$ cat config.mk
export PLATFORM = sky130hd
export DESIGN_NAME = int8_word_packer
export DESIGN_NICKNAME = d
export VERILOG_FILES = /design/src/rtl/int8_word_packer.sv
export SDC_FILE = /design/constraint.sdc
export NUM_CORES = 1
export LEC_CHECK = 0
export BUFFER_PORTS_ARGS = -buffer_cell sky130_fd_sc_hd__buf_2
export CORE_MARGIN = 2
export CORE_UTILIZATION = 24
export CTS_CLUSTER_SIZE = 10
export DETAILED_ROUTE_END_ITERATION = 10
export GPL_TIMING_DRIVEN = 0
export REMOVE_ABC_BUFFERS = 1
export SLEW_MARGIN = 5
export SYNTH_ARGS = -nofsm -noshare
export SYNTH_HDL_FRONTEND = slang
export SYNTH_SLANG_ARGS = --single-unit
$ cat constraint.sdc
create_clock -name clk -period 6.1 [get_ports clk]
set_clock_uncertainty 0.15 [all_clocks]
set_input_delay 1.22 -clock clk [delete_from_list [all_inputs] [get_ports clk]]
set_output_delay 1.22 -clock clk [all_outputs]
set_load 0.01 [all_outputs]
$ cat src/rtl/int8_word_packer.sv
// int8_word_packer: converts sign-magnitude INT8 bytes to two's complement,
// packs four of them little-endian into a 32-bit word and queues finished
// words in a small FIFO drained through a valid/ready handshake.
module int8_word_packer #(
  parameter  int FIFO_DEPTH = 4,
  localparam int AW         = $clog2(FIFO_DEPTH)
) (
  input  logic          clk,
  input  logic          rst,
  input  logic [7:0]    data_i,
  input  logic          input_valid,
  input  logic          flush,
  output logic [31:0]   word_o,
  output logic [3:0]    byte_en_o,
  output logic          word_valid,
  input  logic          word_ready,
  output logic [AW:0]   fifo_level,
  output logic          drop_err
);

  localparam logic [AW:0] PTR_ONE = 1;

  logic [7:0]  conv_byte;
  logic [23:0] acc;
  logic [1:0]  lane_cnt;
  logic [31:0] stage_word;
  logic [2:0]  cnt_after;
  logic [3:0]  stage_be;
  logic        push;
  logic        pop;
  logic        full;
  logic        empty;
  logic        wr_en;
  logic [AW:0] wr_ptr;
  logic [AW:0] rd_ptr;
  logic [31:0] word_mem [FIFO_DEPTH];
  logic [3:0]  be_mem   [FIFO_DEPTH];

  // Sign-magnitude to two's complement; negative zero maps to 0 and the
  // converter's overflow code 0xFF lands on -127.
  always_comb begin
    conv_byte = data_i;
    if (data_i == 8'hFF) begin
      conv_byte = 8'h81;
    end else if (data_i[7]) begin
      conv_byte = 8'd0 - {1'b0, data_i[6:0]};
    end
  end

  // Insert the incoming byte into its lane first, then decide whether the
  // result leaves as a complete word or as a flushed partial word.
  always_comb begin
    stage_word = {8'h00, acc};
    if (input_valid) begin
      case (lane_cnt)
        2'd0:    stage_word[7:0]   = conv_byte;
        2'd1:    stage_word[15:8]  = conv_byte;
        2'd2:    stage_word[23:16] = conv_byte;
        default: stage_word[31:24] = conv_byte;
      endcase
    end
    cnt_after = {1'b0, lane_cnt} + {2'b00, input_valid};
    case (cnt_after)
      3'd1:    stage_be = 4'b0001;
      3'd2:    stage_be = 4'b0011;
      3'd3:    stage_be = 4'b0111;
      3'd4:    stage_be = 4'b1111;
      default: stage_be = 4'b0000;
    endcase
    push = (cnt_after == 3'd4) || (flush && (cnt_after != 3'd0));
  end

  assign empty      = (wr_ptr == rd_ptr);
  assign full       = (wr_ptr[AW] != rd_ptr[AW]) &&
                      (wr_ptr[AW-1:0] == rd_ptr[AW-1:0]);
  assign pop        = ~empty & word_ready;
  assign wr_en      = push & (~full | pop);
  assign word_valid = ~empty;
  assign fifo_level = wr_ptr - rd_ptr;
  assign word_o     = word_mem[rd_ptr[AW-1:0]];
  assign byte_en_o  = be_mem[rd_ptr[AW-1:0]];

  // Accumulator and lane counter; any push, even a dropped one, starts a new word.
  always_ff @(posedge clk or negedge rst) begin
    if (!rst) begin
      acc      <= '0;
      lane_cnt <= '0;
    end else if (push) begin
      acc      <= '0;
      lane_cnt <= '0;
    end else begin
      acc      <= stage_word[23:0];
      lane_cnt <= cnt_after[1:0];
    end
  end

  // FIFO storage and pointers; a push into a full FIFO survives only if the head pops this cycle.
  always_ff @(posedge clk or negedge rst) begin
    if (!rst) begin
      wr_ptr   <= '0;
      rd_ptr   <= '0;
      drop_err <= 1'b0;
      for (int i = 0; i < FIFO_DEPTH; i++) begin
        word_mem[i] <= '0;
        be_mem[i]   <= '0;
      end
    end else begin
      if (wr_en) begin
        word_mem[wr_ptr[AW-1:0]] <= stage_word;
        be_mem[wr_ptr[AW-1:0]]   <= stage_be;
        wr_ptr                   <= wr_ptr + PTR_ONE;
      end
      if (pop) begin
        rd_ptr <= rd_ptr + PTR_ONE;
      end
      if (push && !wr_en) begin
        drop_err <= 1'b1;
      end
    end
  end

endmodule

==> flow_results.org, run 1 <==
** Timing
- The smallest clock period supported by the final layout is computed as between 3000 and 4000 ps.
- Headroom to the max-slew limit came out at between 40% and 50%.
- The final critical path takes up roughly three fifths of the cycle.
- Achievable Freq :: between 200 and 300 MHz
- WHS :: 304 ps
- Final setup TNS :: 0 ps
- For the pin with the worst max-slew slack, the measured transition is 875 ps.
- Setup slack closes at about 2500 ps.
- The total count of hold-check failures in the final report came to 0.
- Unrepaired setup endpoints after global routing :: false
- Max-slew violation total from the final report :: 0
- Setup violations, final :: 0

** Worst setup path
- Worst setup path startpoint :: input_valid
- For the worst setup path, the data arrival time is around 3800 ps.
- The worst register-to-register path has a setup slack of approximately 2900 ps.
- In this run the worst path has a maximum fanout of 26.
- Kind of end point of the critical path :: flop
- Endpoint required time on the critical path :: around 6300 ps
- Critical Path Sink :: wr_ptr[1]
- RR Startpoint :: lane_cnt[0]
- Category of the worst setup path launch point :: input pin
- Type of the worst setup path :: input pin to flop
- In this run the critical register-to-register path is captured at wr_ptr[1].
- Worst R2R Path Depth :: 6

** Placement
- Buffers added on ports :: 53
- Post-place setup slack :: about 2000 ps
- Placed cell count :: roughly 1200
- Detailed placer's ending HPWL :: about 12000 microns
- Global placement routability congestion :: approximately 0.7

** Clock tree
- Buffers added to address setup during post-CTS repair amount to 0.
- The tree is rooted in a sky130_fd_sc_hd__clkbuf_16.
- The clock tree synthesis step divided the H-tree into 4 levels.
- Clock tree from TritonCTS :: done
- For the worst-skew pair, the clock arrives at the later sink with an insertion delay of 430 ps.
- The tree built by TritonCTS fans out to 177 sinks.
- Clock tree synthesis inserted a total of 17 buffers.
- The number of hold buffers added after CTS was 0.
- Maximum buffer depth of the clock tree :: 2
- Post-CTS Resized :: 0
- Clock transition at the registers of the reported paths :: about 60 ps

** Global route
- Antenna violations before repair :: 2
- Number of global-route vias before repair :: approximately 5300
- Aggregate global-route resource usage :: between 10% and 20%
- Entering global routing, the biggest net connects 118 pins.
- Total global routing overflow :: 0
- The first global-routing pass estimated 29500 microns of wire.

** Floorplan
- The die is 184 microns tall.
- Std-Cell Rows :: 66
- Once the floorplan was initialized, standard cells occupied about a quarter of the core.
- The core region is ~32000 sq um.
- Die footprint :: about 34000 sq um
- From left edge to right edge, the die measures roughly 180 microns.
- Num ports :: 54

** Logic synthesis
- Number of instances in the synthesized netlist :: 698
- Sequential-to-total area share from yosys stat :: 56.7%
- Synth area leader :: sky130_fd_sc_hd__dfrtp_1
- Synth top area cells :: sky130_fd_sc_hd__dfrtp_1 57%, sky130_fd_sc_hd__mux4_2 10%, sky130_fd_sc_hd__o21ai_0 8.3%
- Number of warnings reported in the yosys synthesis log :: 0
- The number of different library cells used by synthesis comes to 50.
- After synthesis, the mean cell area works out to between 10 and 15 sq um.
- Yosys mapped a number of flops with a built-in enable equal to 0.
- The synthesized netlist occupies a cell area of between 7000 and 8000 sq um.
- Most used flip-flop cell after synthesis :: sky130_fd_sc_hd__dfrtp_1
- #FFs+latches synth :: approximately 180
- Top cell type's share of synthesized area :: a little under three fifths
- For this run, asynchronously set or reset flops after synthesis account for between 90% and 100%.

** Min path
- Hold Path Class :: flop to flop

** Cells and area
- Filler cells :: 3364
- Post-route insts no fill :: roughly 1200
- Compared with the post-synthesis result, the final layout area differs by 19.3%.
- Fraction of the core area covered by cells at the end of the flow :: just under 30%
- The net count of the finished layout is 761.
- The post-route netlist has 19.6% of its cells at a drive strength greater than 1.
- Most frequent cells in the layout :: 175 x sky130_fd_sc_hd__dfrtp_1, 151 x sky130_fd_sc_hd__nand2_1, 130 x sky130_fd_sc_hd__o21ai_0, 52 x sky130_fd_sc_hd__buf_2, 36 x sky130_fd_sc_hd__mux4_2
- Most common library cell in the layout ignoring fill and taps :: sky130_fd_sc_hd__dfrtp_1

** Drt
- TritonRoute pass-1 iters :: 4
- DRC :: 0
- Antenna violation net count after detailed routing :: 0
- Final wirelength :: between 15000 and 20000 microns
- Number of vias after detailed routing :: 5209
- The detailed router finished its first iteration with 378 violations.
- After detailed routing, the average wire length per cell comes to 15.3 microns.
- After detailed routing, the number of vias per cell comes to 4.38.

** Power
- Maximum VDD drop :: between 0.3 and 0.4 mV
- Total power divided by cell area :: about 450 nW/um^2
- Leakage component of the power :: 4.13 nW

** Status
- The flow ran to the end, and the final reports show no timing, DRC or antenna violations.

** Job
- The tool flagged a number of max-cap violations equal to 0.
==> registers in the layout, indices dropped and copies added, names as in the netlist <==
name and count:
word_mem 128, acc 24, be_mem 16, rd_ptr 3, wr_ptr 3, lane_cnt 2, drop_err 1
==> layer usage <==
layer | global-route usage, % | wire (microns) | vias to the layer above
met4 | 3.65 | 289 | 2
met5 | 0 | 13 | -
met1 | 15.1 | 8720 | 2603
met3 | 2.85 | 635 | 16
li1 | - | - | 2508
met2 | 17.8 | 8490 | 80
==> cell type report <==
cell class	instances	area, sq um	area share, %
Tap cell	442	553	5.93
Inverter	9	33.8	0.362
Clock buffer	21	470	5.05
Sequential cell	177	4430	47.6
Antenna cell	2	5.00	0.0537
Multi-Input combinational cell	467	3210	34.4
Timing Repair Buffer	64	556	5.96
Clock inverter	7	62.6	0.671
==> through the flow <==
step / instance area [sq um] / power, mW
final: 9320 / 4.19
after global routing: 9320 / 4.49
after CTS: 9320 / 4.26
after detailed placement: 8780 / 3.24
after global placement: 8440 / 3.08
after floorplan: 7620 / 2.60
==> cell usage after synthesis (2+ instances only) <==
cell type                  instances
sky130_fd_sc_hd__o31ai_2           2
sky130_fd_sc_hd__and2_1            3
sky130_fd_sc_hd__o31ai_1          13
sky130_fd_sc_hd__mux2i_1          13
sky130_fd_sc_hd__nor3b_2           2
sky130_fd_sc_hd__nand3b_1          3
sky130_fd_sc_hd__nand3_1           5
sky130_fd_sc_hd__o21ai_0         130
sky130_fd_sc_hd__nand2b_1          9
sky130_fd_sc_hd__dfrtp_1         177
sky130_fd_sc_hd__a31oi_1           3
sky130_fd_sc_hd__ha_1             11
sky130_fd_sc_hd__xnor2_1           7
sky130_fd_sc_hd__clkbuf_1         30
sky130_fd_sc_hd__buf_2            13
sky130_fd_sc_hd__o21ai_1           7
sky130_fd_sc_hd__nor2_1           35
sky130_fd_sc_hd__inv_1             9
sky130_fd_sc_hd__a22oi_1           3
sky130_fd_sc_hd__nand2_1         151
sky130_fd_sc_hd__nor2b_1           5
sky130_fd_sc_hd__o221ai_2          4
sky130_fd_sc_hd__mux4_2           36
==> where the power goes <==
group	internal, mW	switching (mW)
Combinational	0.656	0.776
Clock	0.582	0.437
Sequential	1.52	0.222
==> critical path, stage by stage <==
cell and delay [ps]:
sky130_fd_sc_hd__buf_2 160, sky130_fd_sc_hd__ha_1 210, sky130_fd_sc_hd__ha_1 340, sky130_fd_sc_hd__nor3b_2 730
sky130_fd_sc_hd__or2_2 640, sky130_fd_sc_hd__o21ai_2 160, sky130_fd_sc_hd__mux2_4 320
==> how the worst min path moves through the flow <==
| stage | cells after the start | from | to |
|---|---|---|---|
| after global placement | 1 | drop_err | drop_err |
| final | 1 | drop_err | drop_err |
| after detailed placement | 1 | drop_err | drop_err |
| after global routing | 1 | drop_err | drop_err |
| after floorplan | 2 | word_mem[61] | word_mem[61] |
| after CTS | 1 | drop_err | drop_err |
==> cells by family after synthesis <==
group	share of synthesized area, %
AOI/OAI and AO/OA	12.7
xor gates and xnor gates	1.10
DFF	56.7
buffers and inverters	2.87
adders and majority gates	2.02
muxes	12.4
and+or+nand+nor	12.2
(Power assumes the default switching activity.)
==> run 2, diff against run 1 <==
Clock period 6.1 ns to 3.2 ns, I/O delays scaled along.
==> flow_results.org, run 2 (synthesized netlist as in run 1, its figures left out) <==
** Worst setup path
- Endpoint required time on the critical path :: 3360 ps (was 6260 ps)
- The startpoint class of the critical path is a flop (was input pin).
- Kind of end point of the critical path :: flop (unchanged)
- The top fanout value on the critical path was 26 (unchanged).
- The data arrival time of the worst path came to 3190 ps (was 3780 ps).
- Type of the worst setup path :: flop to flop (was input pin to flop)

** Cells and area
- Most common library cell in the layout ignoring fill and taps :: sky130_fd_sc_hd__dfrtp_1 (unchanged)
- Post-route insts no fill :: 1191 (was 1189)
- Largest registers: word_mem x128, acc x24, be_mem x16 (unchanged).
- The growth of design area from synthesis to finish is 19.8% (was 19.3%).
- Fraction of the core area covered by cells at the end of the flow :: 29.0% (was 28.9%)
- The summed area of non-filler cells in the final layout was 9360 sq um (was 9320 sq um).
- Most frequent cells in the layout: 175 x sky130_fd_sc_hd__dfrtp_1, 151 x sky130_fd_sc_hd__nand2_1, 130 x sky130_fd_sc_hd__o21ai_0, 52 x sky130_fd_sc_hd__buf_2, 36 x sky130_fd_sc_hd__mux4_2 (unchanged).
- Max FFs per register :: 128 (unchanged)
- The number of fillers in the final layout came to 3362 (was 3364).
- Fraction of final layout cells with drive strength greater than 1 :: 19.8% (was 19.6%)
- Number of nets in the layout :: 764 (was 761)
- The most flop-heavy register is word_mem (unchanged).

** Timing
- Fin worst setup slack :: 178 ps (was 2490 ps)
- The worst path needs between 3000 and 4000 ps of the cycle, external delays included.
- The final hold slack was 258 ps (was 304 ps).
- Final cycle utilization of the critical path :: around 94%
- Max-slew violation total from the final report :: 0 (unchanged)
- Achievable Freq :: about 330 MHz
- Hold violation count in the final report :: 0 (unchanged)
- The setup violation total in the final timing report is 0 (unchanged).
- The summed negative setup slack over all endpoints is 0 ps (unchanged).
- The relative max-transition margin was 44.2% (was 41.4%).
- The slew at the pin closest to its max-slew limit was 833 ps (was 875 ps).

** Floorplan
- Area of the core :: 32300 sq um (unchanged)
- The number of top-level pins came to 54 (unchanged).
- Effective utilization at floorplan :: 24.2% (unchanged)
- Die Span X :: 184 microns (unchanged)
- Std-Cell Rows :: 66 (unchanged)
- The floorplan die height was 184 microns (unchanged).
- Die footprint :: 34000 sq um (unchanged)

** Global route
- The number of global-route vias before repair was 5265 (was 5254).
- Antenna violations before repair :: 2 (unchanged)
- Aggregate global-route resource usage :: 11.3% (about the same)
- Met2 GRT Util :: 17.8% (about the same)
- Met1 usage in global routing :: 15.1% (about the same)
- Global-route wire length before repair :: 29500 microns (about the same)
- The residual overflow from global routing came to 0 (unchanged).
- Met3 usage in global routing :: 2.85% (unchanged)
- The most used routing layer is met2 (unchanged).
- The pin count of the biggest net entering global routing is 118 (unchanged).

** Power
- The highest ir drop seen on vdd came to 0.708 mV (was 0.358 mV).
- Total power divided by cell area :: 857 nW/um^2 (was 450 nW/um^2)
- Total power consumption of the routed design :: 8.02 mW (was 4.19 mW)
- Leakage component of the power :: 4.14 nW (was 4.13 nW)

** Status
- Outcome: complete, no violations (unchanged).

** Clock tree
- The TritonCTS clock tree was done (unchanged).
- The number of clock sinks seen by CTS was 177 (unchanged).
- The maximum number of buffers from clock root to sink came to 2 (unchanged).
- Clock transition at the registers of the reported paths :: 60 ps (about the same)
- The TritonCTS buffer count came to 17 (unchanged).
- Count of H-tree levels built during CTS :: 4 (unchanged)
- Root buf cell :: sky130_fd_sc_hd__clkbuf_16 (unchanged)
- The clock latency on the worst-skew pair came to 420 ps (was 430 ps).

** Drt
- The remaining design rule violation count came to 0 (unchanged).
- TritonRoute pass-1 iters :: 4 (unchanged)
- The final routed wirelength across all metal layers came to 18300 microns (was 18100 microns).
- Antenna violation net count after detailed routing :: 0 (unchanged)
- Via density per instance :: 4.37 (was 4.38)
- Per-cell routed wire length :: 15.3 microns (about the same)
- The overall via count from detail_route came to 5199 (was 5209).
- First-iteration detailed-routing DRC count :: 336 (was 378)

** Job
- Max capacitance violation total :: 0 (unchanged)

** Placement
- The post-place instance area was 8780 sq um (unchanged).
- The instance count after placement with tap cells included came to 1159 (unchanged).
- Global placement routability congestion :: 0.720 (unchanged)
- The number of port buffers was 53 (unchanged).
- Post-place setup slack :: -285 ps (was 2040 ps)
- Detailed placer's ending HPWL :: 12400 microns (unchanged)

** Min path
- Hold Path Class :: input pin to flop (was flop to flop)
[run 2: critical path: stages (launching register included)]
cell and delay, ps:
sky130_fd_sc_hd__dfrtp_1 490, sky130_fd_sc_hd__ha_1 240, sky130_fd_sc_hd__ha_1 350, sky130_fd_sc_hd__nor3b_4 580, sky130_fd_sc_hd__or2_2 620, sky130_fd_sc_hd__o21ai_2 160, sky130_fd_sc_hd__mux2_4 320
[run 2: layout make-up]
type                       count  area (sq um)  area share [%]
timing repair buffer          66           573            6.12
tap                          442           553            5.91
inverter                       9          33.8           0.361
sequential                   177          4440            47.4
antenna                        1          2.50          0.0267
clock buffer                  21           470            5.03
clock inverter                 7          62.6           0.668
multi-input combinational    468          3230            34.5
[run 2: path summary, 6_finish.rpt]
path,end,slack [ps],cells past startpoint,from
worst max register to register,wr_ptr[1],180,6,lane_cnt[0]
min in group asynchronous,word_mem[25],590,2,rst
worst max-delay path,wr_ptr[1],180,6,lane_cnt[0]
worst min-delay path,lane_cnt[0],260,2,flush
max in group asynchronous,rd_ptr[0],1340,3,rst
worst min register to register,drop_err,300,1,drop_err
[run 2: where the power goes]
group | internal (mW) | leakage, nW | switching [mW] | total, mW
clock network | 1.11 | 0.266 | 0.830 | 1.94
logic | 1.26 | 1.50 | 1.50 | 2.75
registers | 2.90 | 2.37 | 0.424 | 3.33
[run 2: layer usage]
| layer | routed length, microns | share of wire [%] | vias up |
|---|---|---|---|
| li1 | - | - | 2518 |
| met1 | 8690 | 48 | 2575 |
| met2 | 8560 | 47 | 88 |
| met3 | 716 | 3.9 | 16 |
| met4 | 301 | 1.6 | 2 |
| met5 | 13 | 0.071 | - |
[run 2: repair_timing]
item | 4_1_cts | 5_1_grt
hold buffers | 1 | 0
resized for setup | 1 | 1
cloned | 0 | 1
setup endpoints to repair | 1 | 34
setup buffers | 0 | 1
hold endpoints to repair | 3 | 0
pin swaps | 0 | 2
==> run 3, diff against run 2 <==
Settings changed: CORE_UTILIZATION 24 to 54, PLACE_DENSITY from default to 0.75.
==> flow_results.org, run 3 (synthesized netlist as in run 1, its figures left out) <==
** Status
- Outcome: complete, no violations (unchanged).

** Worst setup path
- The critical path's top delay family is compound AO/OA/AOI/OAI gates (was simple AND/OR/NAND/NOR gates).
- The nature of the critical path endpoint is a flop (unchanged).
- Total stage count of the critical path :: 8 (was 6)
- Slowest stage cell on the critical path :: sky130_fd_sc_hd__o221ai_4 (was sky130_fd_sc_hd__or2_2)
- Top fanout value on the critical path :: 30 (was 26)
- The count of cells along the worst register-to-register path is 8 (was 6).
- The required time at the endpoint of the critical path came to 3370 ps (was 3360 ps).
- The worst setup path category is flop to flop (unchanged).
- Sum of buffers and inverters on the critical path :: 3 (was 0)
- The delay of the slowest cell on the worst path was 720 ps (was 620 ps).
- The data arrival time of the worst path was 3150 ps (was 3190 ps).
- Cells along the critical path :: buf_12, inv_1, ha_1, nand3b_1, o221ai_4, buf_16, nand2_1, o31ai_1 (was ha_1, ha_1, nor3b_4, or2_2, o21ai_2, mux2_4)
- Category of the worst setup path launch point :: flop (unchanged)

** Cells and area
- The growth of design area from synthesis to finish came to 16.1% (was 19.8%).
- The final design utilization is 64.9% (was 29.0%).
- Antenna Diode Count :: 0 (was 1)
- Most frequent cells in the layout: 175 x sky130_fd_sc_hd__dfrtp_1, 151 x sky130_fd_sc_hd__nand2_1, 130 x sky130_fd_sc_hd__o21ai_0, 52 x sky130_fd_sc_hd__buf_2, 36 x sky130_fd_sc_hd__mux4_2 (unchanged).
- Largest registers :: word_mem x128, acc x24, be_mem x16 (unchanged)
- Number of nets in the layout :: 762 (was 764)
- The number of flip-flops under the largest register name came to 128 (unchanged).
- The ratio of cells with drive above 1 in the final layout was 19.6% (was 19.8%).
- Largest register by flop count :: word_mem (unchanged)
- The commonest non-fill, non-tap cell in the layout was sky130_fd_sc_hd__dfrtp_1 (unchanged).

** Clock tree
- The TritonCTS buffer count came to 17 (unchanged).
- Sink count of the clock tree :: 177 (unchanged)
- Clock transition at the registers of the reported paths :: 60 ps (about the same)
- Clock tree from TritonCTS :: done (unchanged)
- The quantity of hold-fixing buffers added after cts came to 0 (was 1).
- The root cell of the clock tree was sky130_fd_sc_hd__clkbuf_16 (unchanged).
- Count of H-tree levels built during CTS :: 4 (unchanged)
- The clock latency on the worst-skew pair is 430 ps (was 420 ps).
- The maximum number of buffers from clock root to sink came to 2 (unchanged).

** Global route
- The initial antenna violation count came to 0 (was 2).
- Aggregate global-route resource usage :: 23.3% (was 11.3%)
- Number of global-route vias before repair :: 5579 (was 5265)
- Total global routing overflow :: 0 (unchanged)
- Global-route wire length before repair :: 28500 microns (was 29500 microns)
- The pin count of the biggest net entering global routing came to 94 (was 118).

** Timing
- The slew at the pin closest to its max-slew limit is 791 ps (was 833 ps).
- Final setup TNS :: 0 ps (unchanged)
- Final worst path period need :: 2980 ps (was 3020 ps)
- Final cycle utilization of the critical path :: 93.2% (was 94.4%)
- The relative max-transition margin came to 46.7% (was 44.2%).
- Max-slew violation total from the final report :: 0 (unchanged)
- The final hold slack came to 44.8 ps (was 258 ps).
- Fin worst setup slack :: 218 ps (was 178 ps)
- The maximum clock frequency came to 335 MHz (was 331 MHz).
- The setup violation total in the final timing report was 0 (unchanged).
- Setup repair after global routing left no endpoint under its margin.
- Hold violation count in the final report :: 0 (unchanged)

** Floorplan
- Area of the core :: 14000 sq um (was 32300 sq um)
- Std-Cell Rows :: 43 (was 66)
- The starting utilization of the core area came to 55.9% (was 24.2%).
- The width of the die is 124 microns (was 184 microns).
- Num ports :: 54 (unchanged)
- Die footprint :: 15500 sq um (was 34000 sq um)
- Overall die height :: 124 microns (was 184 microns)

** Drt
- The overall via count from detail_route came to 5437 (was 5199).
- The final antenna-violating net count came to 0 (unchanged).
- First-iteration detailed-routing DRC count :: 342 (was 336)
- Final wirelength :: 16900 microns (was 18300 microns)
- Via density per instance :: 5.85 (was 4.37)
- The detail-routed net length per standard cell came to 18.1 microns (was 15.3 microns).
- DRC :: 0 (unchanged)
- The detailed-router iteration count before antenna repair was 5 (was 4).

** Power
- The highest ir drop seen on vdd was 0.849 mV (was 0.708 mV).
- Leakage component of the power :: 4.17 nW (was 4.14 nW)
- The power per cell area is 895 nW/um^2 (was 857 nW/um^2).
- Total power consumption of the routed design :: 8.13 mW (was 8.02 mW)

** Min path
- The worst hold-check path type is input pin to asynchronous set/reset pin (was input pin to flop).

** Placement
- Buffers added on ports :: 53 (unchanged)
- Global placement routability congestion :: 0.837 (was 0.720)
- The placement-stage worst setup slack is -231 ps (was -285 ps).
- Detailed placer's ending HPWL :: 11100 microns (was 12400 microns)

** Job
- The number of max-capacitance violations reported was 0 (unchanged).
[run 3: changes by cell type in the layout (fill, tap and decap cells not counted), sizes merged]
cell         before  now
clkinvlp          1    0
bufinv            1    2
clkinv            5    2
dlygate4sd3       1    0
o221ai            5    4
diode             1    0
clkbuf           21   28
[run 3: stage by stage]
step	std cells	cell area [sq um]
detailed placement	896	8440
finish	930	9080
global placement	886	8120
global route	930	9080
floorplan	653	7620
CTS	928	9040
[run 3: timing repair]
item                       4_1_cts  5_1_grt
resized for setup                0        2
buffers inserted                 0        2
hold endpoints to repair         0        0
setup endpoints to repair        0       33
[run 3: layout make-up]
| type | instances | area [sq um] |
|---|---|---|
| clock buffer | 28 | 527 |
| timing repair buffer | 65 | 571 |
| multi-input combinational | 467 | 3210 |
| clock inverter | 4 | 70.1 |
| fill | 1092 | 4910 |
| tap | 180 | 225 |
| sequential | 177 | 4440 |
| inverter | 9 | 33.8 |
[run 3: final timing paths]
kind | from | endpoint | slack (ps)
min | rst | word_mem[57] | 40
max reg2reg | rd_ptr[1] | word_mem[126] | 220
min reg2reg | drop_err | drop_err | 300
max in group asynchronous | rst | rd_ptr[1] | 1980
min in group clk | flush | lane_cnt[1] | 230
max | rd_ptr[1] | word_mem[126] | 220
[run 3: per-layer routing]
metal  routed length, microns  vias to the layer above  track usage (%)  part of all wire, %
li1                         -                     2514                -                    -
met1                     7010                     2758             30.1                   42
met2                     8660                      138             38.9                   51
met3                      865                       27             5.76                  5.1
met4                      329                        0             8.26                  2.0
met5                        0                        -                0                    0
[run 3: power breakdown]
group	leakage (nW)	internal, mW	total, mW	switching, mW
logic	1.50	1.25	2.67	1.42
clock network	0.295	1.27	2.08	0.802
registers	2.37	2.91	3.38	0.477
